===== config.mk =====
export PLATFORM = sky130hd
export DESIGN_NAME = msa3_gap_cell
export DESIGN_NICKNAME = d
export VERILOG_FILES = /design/src/rtl/msa3_pkg.sv /design/src/rtl/msa3_gap_cell_max7_arg.sv /design/src/rtl/msa3_gap_cell.sv
export SDC_FILE = /design/constraint.sdc
export NUM_CORES = 1
export LEC_CHECK = 0
export CORE_MARGIN = 1
export CORE_UTILIZATION = 52
export CTS_CLUSTER_SIZE = 40
export DETAILED_ROUTE_END_ITERATION = 8
export PLACE_DENSITY = 0.9
export SLEW_MARGIN = 20
export SYNTH_ARGS = -nofsm -noshare
export SYNTH_HDL_FRONTEND = slang
export SYNTH_SLANG_ARGS = --single-unit

===== constraint.sdc =====
create_clock -name clk -period 14 [get_ports clk]
set_input_delay 2.1 -clock clk [delete_from_list [all_inputs] [get_ports clk]]
set_output_delay 2.1 -clock clk [all_outputs]
set_load 0.02 [all_outputs]

===== src/rtl/msa3_pkg.sv =====
// ---------------------------------------------------------------------------
// | msa3_pkg : shared types and cost helpers for the 3-sequence aligner     |
// | Rev 1.0  : initial release                                              |
// ---------------------------------------------------------------------------
`default_nettype none

package msa3_pkg;

  localparam int NSLOT = 7;

  typedef enum logic [2:0] {M = 3'd0, IXY, IYZ, IXZ, IX, IY, IZ} slot_e;
  typedef enum logic [1:0] {AX_X = 2'd0, AX_Y, AX_Z} axis_e;

  function automatic int neg_inf(input int w);
    return -(1 << (w - 1));
  endfunction

  // Extending the gap on the same axis costs 2GE, opening on both pairs costs 2G0.
  function automatic int penalty(input axis_e axis, input slot_e slot, input int g0, input int ge);
    int p_oo;
    int p_oe;
    int p_ee;
    p_oo = 2 * g0;
    p_oe = g0 + ge;
    p_ee = 2 * ge;
    penalty = p_oe;
    case (axis)
      AX_X: begin
        if (slot == M || slot == IYZ) penalty = p_oo;
        else if (slot == IX)          penalty = p_ee;
      end
      AX_Y: begin
        if (slot == M || slot == IXZ) penalty = p_oo;
        else if (slot == IY)          penalty = p_ee;
      end
      default: begin
        if (slot == M || slot == IXY) penalty = p_oo;
        else if (slot == IZ)          penalty = p_ee;
      end
    endcase
  endfunction

endpackage

`default_nettype wire


===== src/rtl/msa3_gap_cell_max7_arg.sv =====
// ---------------------------------------------------------------------------
// | max7_arg : 7-input signed maximum, lowest index wins on ties            |
// | Rev 1.0  : initial release                                              |
// ---------------------------------------------------------------------------
`default_nettype none

module max7_arg
  import msa3_pkg::*;
#(
  parameter int W = 12
) (
  input  logic        [NSLOT-1:0][W-1:0] cand,
  output logic signed [W-1:0]            max_val,
  output logic        [2:0]              arg
);

  // Strict compare keeps the earlier index on equal values.
  always_comb begin
    max_val = $signed(cand[0]);
    arg     = 3'd0;
    for (int i = 1; i < NSLOT; i++) begin
      if ($signed(cand[i]) > max_val) begin
        max_val = $signed(cand[i]);
        arg     = 3'(i);
      end
    end
  end

endmodule

`default_nettype wire


===== src/rtl/msa3_gap_cell.sv =====
// ---------------------------------------------------------------------------
// | msa3_gap_cell : pipelined Ix/Iy/Iz gap-state cell with traceback        |
// | Rev 1.0       : initial release                                         |
// ---------------------------------------------------------------------------
`default_nettype none

module msa3_gap_cell
  import msa3_pkg::*;
#(
  parameter int W  = 12,
  parameter int G0 = 2,
  parameter int GE = 1
) (
  input  logic                 clk,
  input  logic                 rst_n,
  input  logic                 in_valid,
  output logic                 in_ready,
  input  logic [NSLOT*W-1:0]   nb_x,
  input  logic [NSLOT*W-1:0]   nb_y,
  input  logic [NSLOT*W-1:0]   nb_z,
  output logic                 out_valid,
  input  logic                 out_ready,
  output logic signed [W-1:0]  ix_out,
  output logic signed [W-1:0]  iy_out,
  output logic signed [W-1:0]  iz_out,
  output logic [2:0]           tb_x,
  output logic [2:0]           tb_y,
  output logic [2:0]           tb_z
);

  localparam logic signed [W+1:0] c_neg_ext = (W+2)'(neg_inf(W));
  localparam logic        [W-1:0] c_neg_w   = W'(neg_inf(W));

  logic [2:0][NSLOT*W-1:0]      w_bus;
  logic [2:0][NSLOT-1:0][W-1:0] w_cand;
  logic [2:0][NSLOT-1:0][W-1:0] r_cand;
  logic [2:0][W-1:0]            w_max;
  logic [2:0][2:0]              w_arg;
  logic [2:0][W-1:0]            r_score;
  logic [2:0][2:0]              r_ptr;
  logic                         r_s1_valid;
  logic                         r_s2_valid;
  logic                         w_s2_ready;
  logic                         w_in_fire;

  assign w_bus = {nb_z, nb_y, nb_x};

  // Clamped subtractors: an input at minus infinity stays there, anything
  // that would fall below it saturates instead of wrapping.
  for (genvar a = 0; a < 3; a++) begin : g_axis
    for (genvar s = 0; s < NSLOT; s++) begin : g_slot
      localparam logic signed [W+1:0] c_pen =
        (W+2)'(penalty(axis_e'(a), slot_e'(s), G0, GE));
      logic        [W-1:0] w_slot;
      logic signed [W+1:0] w_ext;
      logic signed [W+1:0] w_diff;
      assign w_slot = w_bus[a][s*W +: W];
      assign w_ext  = {{2{w_slot[W-1]}}, w_slot};
      assign w_diff = w_ext - c_pen;
      assign w_cand[a][s] = (w_slot == c_neg_w || w_diff < c_neg_ext) ? c_neg_w : w_diff[W-1:0];
    end
  end

  assign w_s2_ready = !r_s2_valid || out_ready;
  assign in_ready   = !r_s1_valid || w_s2_ready;
  assign w_in_fire  = in_valid && in_ready;

  always_ff @(posedge clk or negedge rst_n) begin
    if (!rst_n) begin
      r_s1_valid <= 1'b0;
      r_cand     <= '0;
    end else begin
      if (in_ready)  r_s1_valid <= in_valid;
      if (w_in_fire) r_cand     <= w_cand;
    end
  end

  for (genvar a = 0; a < 3; a++) begin : g_max
    max7_arg #(.W(W)) u_max (
      .cand    (r_cand[a]),
      .max_val (w_max[a]),
      .arg     (w_arg[a])
    );
  end

  always_ff @(posedge clk or negedge rst_n) begin
    if (!rst_n) begin
      r_s2_valid <= 1'b0;
      r_score    <= '0;
      r_ptr      <= '0;
    end else if (w_s2_ready) begin
      r_s2_valid <= r_s1_valid;
      if (r_s1_valid) begin
        r_score <= w_max;
        r_ptr   <= w_arg;
      end
    end
  end

  assign out_valid = r_s2_valid;
  assign ix_out    = r_score[0];
  assign iy_out    = r_score[1];
  assign iz_out    = r_score[2];
  assign tb_x      = r_ptr[0];
  assign tb_y      = r_ptr[1];
  assign tb_z      = r_ptr[2];

endmodule

`default_nettype wire


; ---- Word-level counts from Yosys, hierarchy flattened
; Cells that the tools add are included.
[word_totals]
wordCells = 194
output_inout_bits = 47
regBits = 299
in_bits = 256
[classes]
magnitude_cmp = 39
muxes = 57
add_sub_neg = 21
eq_ne = 21
n_reduce_logical = 27
[op_table]
columns = op, n
row1 = $mux W12, 39
row2 = $lt A13 B12 Y1 const B, 21
row3 = $eq A12 B12 Y1 const B, 21
row4 = $gt A12 B12 Y1, 18
row5 = $sub A12 B3 Y13 const B, 15
row6 = $sub A12 B4 Y13 const B, 6
row7 = $mux W3, 9
row8 = $logic_or A1 B1 Y1, 23
row9 = $mux W2, 6
row10 = $mux W1, 3
row11 = $logic_not A1 Y1, 2
row12 = $reduce_and A2 Y1, 1
row13 = $logic_and A1 B1 Y1, 1

; ---- Longest topological paths before layout
[depth]
depth_word = 12
depth_mapped = 78
depth_no_buf = 73

; ---- Cells and area by module
; From an unflattened synthesis, not the netlist that was laid out.
[unflattened]
hier_cells = 2969
area_unflattened_um2 = 25074.0
[modules_own_cells]
columns = mod, area_per_inst_um2, seq_area_each_um2, n_inst, cells_each
row1 = msa3_gap_cell, 15517.4, 7482.2, 1, 1610
row2 = max7_arg at g_max[0].u_max ..., 3218.1, 0.0, 2, 456
row3 = max7_arg at g_max[2].u_max, 3120.5, 0.0, 1, 447

; ---- Least setup slack after synthesis
; No wires, ideal clock.
[synth_path]
path_kind = reg2reg
from = register r_cand[107] (netlist name)
to = register r_score, in the netlist iy_out[10]
setup_time_ps = 77
n_path_buf = 8
stages_incl_launch_ff = 74
period_less_slack_ps = 13425
arrival_ps = 13347
required_time_ps = 13923
setup_slack_ps = 575
path_cell_list = dfrtp_1 -> ha_1 -> nand4_1 -> o21bai_1 -> o21ai_0 -> and3_1 -> nor2_1 -> clkbuf_1 -> mux2i_1 -> ha_1 -> nand4_1 -> a21oi_1 -> o211ai_1 -> or3_1 -> or3_1 -> or3_1 -> nand2_1 -> clkbuf_1 -> (+38 left out) -> o21a_1 -> o21a_1 -> o21ai_0 -> nand2b_1 -> a21oi_1 -> nor2b_1 -> o21ai_0 -> nand2b_1 -> a21oi_1 -> nor2b_1 -> o21ai_0 -> nand2_1 -> o311ai_0 -> o21ai_0 -> inv_1 -> clkbuf_1 -> a31oi_1 -> a21oi_1
[synth_via]
elab_chain_cells = 12
[synth_lines]
columns = element, line_no
row1 = "start, declared", msa3_gap_cell.sv:36  ; logic [2:0][NSLOT-1:0][W-1:0] r_cand;
row2 = "start signal, assigned", msa3_gap_cell.sv:74  ; if (w_in_fire) r_cand <= w_cand;
row3 = $gt A12 B12 Y1, msa3_gap_cell_max7_arg.sv:22  ; if ($signed(cand[i]) > max_val) begin
row4 = $mux W12 *, msa3_gap_cell_max7_arg.sv:22
row5 = $gt A12 B12 Y1, msa3_gap_cell_max7_arg.sv:22
row6 = $mux W12 *, msa3_gap_cell_max7_arg.sv:22
row7 = $gt A12 B12 Y1, msa3_gap_cell_max7_arg.sv:22
row8 = $mux W12 *, msa3_gap_cell_max7_arg.sv:22
row9 = $gt A12 B12 Y1, msa3_gap_cell_max7_arg.sv:22
row10 = $mux W12 *, msa3_gap_cell_max7_arg.sv:22
row11 = $gt A12 B12 Y1, msa3_gap_cell_max7_arg.sv:22
row12 = $mux W12 *, msa3_gap_cell_max7_arg.sv:22
row13 = $gt A12 B12 Y1, msa3_gap_cell_max7_arg.sv:22
row14 = $mux W12 *, msa3_gap_cell_max7_arg.sv:22
row15 = "end signal, assigned", msa3_gap_cell.sv:94  ; r_score <= w_max;
row16 = "end, declared", msa3_gap_cell.sv:39  ; logic [2:0][W-1:0] r_score;
; Every way passes the cells marked *; elsewhere a longest branch is shown, timed or not.
; A chain may end at the register's enable or synchronous reset.

; ---- Final worst setup path
[layout_path]
from = register r_cand[94] (netlist name)
to = register r_score, in the netlist iy_out[2]
; The elaborated chain is that of the path after synthesis.

==> out/metrics.cfg <==
[run_status]
status=complete, no violations

[critical_path]
end_kind=register
cp_max_fo=22
critPathLaunchType=register
startpoint=r_cand[94]
critPathRequiredTime_ps=14400
arrival_ps=14010
cpPeakStageDelay_ps=430
reg2reg_from=r_cand[94]
crit_type=register to register
crit_buf_inv=7
critPathTopFamily=compound AO/OA/AOI/OAI gates
slowest_stage=or3_1

[detailed_routing]
drt-pass1-iter-count=7
vias_per_cell=6.176
first_iter_violations=2381
drc=0
drt-wirelength-per-cell_um=18.72
ant_nets=0
via_count=23574
wl_mm=71.45

[global_route]
antenna_found_initial=3
grt_usage_pct=29.08
grt_max_degree=86
grt_pass1_vias=22331
grt_pass1_wl_mm=111.7
grt-ovfl-total=0

[sta]
setup_slack_ps=387.2
finalMaxSlewViolations=0
achievable-frequency_mhz=73.46
tightest_slew_ps=943.9
period_needed_ps=13610
finalCritPeriodShare_pct=97.23
finClkSkew_ps=28.05
holdWs_ps=488.4
slew-limit-headroom_pct=37.07
setup_viol=0
hold_violations=0

[synthesis]
yosys_warnings=0
synthArstFlopShare_pct=100.0
ys_seq_elements=299
ys_seq_area_share_pct=31.25
synthCells=2888
syn_area_per_cell_um2=8.290
synth-edff-count=0
syn-num-nets=3375
synth_top_cell_by_area=dfrtp_1
ys.flop_type=dfrtp_1
ys_top_cells_by_area=dfrtp_1 (31%), ha_1 (12%), nand2_1 (5.8%)
synth_area_um2=23940
synth_cell_type_count=94
synth_top_area_share_pct=31.25

[placed_design]
port_buffers=302
hpwl_mm=53.21
place_area_um2=27560
post-place-ws_ps=-6.840
gp_congestion=0.9656

[power]
power_density_nw_per_um2=236.2
p_leak_uw=0.01272
ir_drop_mv=0.2112

[die]
io_pins=303
die_w_um=216.6
die_y_um=216.6
initial_core_util_pct=52.75
num_rows=78
core-area_um2=45380
dieArea_um2=46900

[cells_and_area]
layout.nets=3679
seq_area_um2=7482
design_area_um2=29340
mostFrequentLayoutCells=nand2_1 (365), clkdlybuf4s50_1 (301), dfrtp_1 (299)
drive_above_1_share_pct=7.090
fin_util_pct=64.64
multiInputGateArea_um2=15520
area_delta_synth_final_pct=22.54
layout_commonest_cell=nand2_1
n_fill_cell=3553

[cts]
h-tree-depth=2
clk_latency_ps=570
clock_path_buffers=3
cts_tree=yes
cts_buffers=36
cts-root-buf=clkbuf_16
clkSinkCount=299
hold_buffers=0
clk_pin_slew_ps=60

[min_path]
worstHoldStart=r_cand[9]
hold_path.class=register to register

[flow_run]
drv_cap=0

registers in the layout (all words and copies together) (netlist names):
name and cells:
iz_out 12, r_s1_valid 1, iy_out 12, out_valid 1
tb_x 3, r_cand 252, tb_y 3, ix_out 12
tb_z 3
layer usage:
metal | GRT usage, % | vias to the layer above | part of all wire, %
met5 | 0 | - | 0.015
met4 | 12.68 | 2 | 4.5
met3 | 5.361 | 254 | 7.5
met2 | 49.31 | 1108 | 48
met1 | 36.05 | 11136 | 40
li1 | - | 11074 | -
worst min-delay path, delay by kind of cell, from the launching register on:
| kind | cells | cell delay [ps] |
|---|---|---|
| flops | 1 | 340 |
| simple gates | 1 | 60 |
| compound gates | 1 | 60 |
cells in the mapped netlist, drive strengths merged, types with 9 or more instances:
| master | instances |
|---|---|
| clkbuf | 87 |
| a21o | 29 |
| and4 | 13 |
| inv | 225 |
| nand2 | 368 |
| nand3b | 13 |
| buf | 13 |
| and2 | 22 |
| nor4 | 44 |
| nor2b | 38 |
| o21ai | 284 |
| and3 | 27 |
| nand2b | 40 |
| o211ai | 12 |
| or4 | 19 |
| xnor2 | 120 |
| mux2 | 42 |
| a21boi | 15 |
| nor3 | 87 |
| nand3 | 50 |
| o22ai | 81 |
| o31ai | 52 |
| dfrtp | 299 |
| a211oi | 24 |
| o21a | 21 |
| mux2i | 49 |
| xor2 | 57 |
| a32o | 10 |
| nor2 | 127 |
| nand4 | 28 |
| a31oi | 33 |
| or3 | 37 |
| a211o | 9 |
| ha | 231 |
| a21oi | 170 |
path summary, 6_finish.rpt:
path | endpoint | cells after the start | slack, ps
setup / recovery | iy_out[2] | 71 | 390
hold / removal | r_cand[9] | 2 | 490
setup reg to reg | iy_out[2] | 71 | 390
hold reg to reg | r_cand[9] | 2 | 490
max in group asynchronous | r_cand[212] | 3 | 10270
min in group asynchronous | r_cand[73] | 1 | 1510
metrics by stage:
step                      setup TNS [ps]  std cells  total power [µW]
after floorplan                        0       2888              4268
after global placement                 0       3719              5318
after detailed placement          -6.840       3719              5418
after CTS                              0       3784              6460
after global routing               -5012       3816              7437
final                                  0       3817              6928
repair_timing:
item	CTS	global route
pin swaps	1	9
resized for setup	1	79
cloned	0	5
buffers inserted	3	27
endpoints found under the setup margin	16	45
report_power, final:
group          internal [µW]  leakage, µW  switching [µW]
clock                    602     0.000600             382
sequential              1040      0.00362             163
combinational           2000      0.00851            2730
cell families (layout without fill, tap and decap cells):
kind of cell,Yosys count,count (layout),share of synthesized area [%]
mux,91,91,4.165
other cells,0,1,0
fa+ha+maj,235,235,12.25
simple gates,933,934,19.01
buf+inv,325,649,5.174
compound gates,828,831,21.64
flops,299,299,31.25
xor+xnor,177,177,6.507
final cells by class:
type,instances,area share [%]
clock inverter,13,0.6824
sequential,299,25.51
inverter,225,2.879
clock buffer,49,3.480
antenna,1,0.008530
timing repair buffer,362,11.96
tap,600,2.559
multi-input combinational,2268,52.92
No activity file was read; power rests on OpenSTA's default activity.
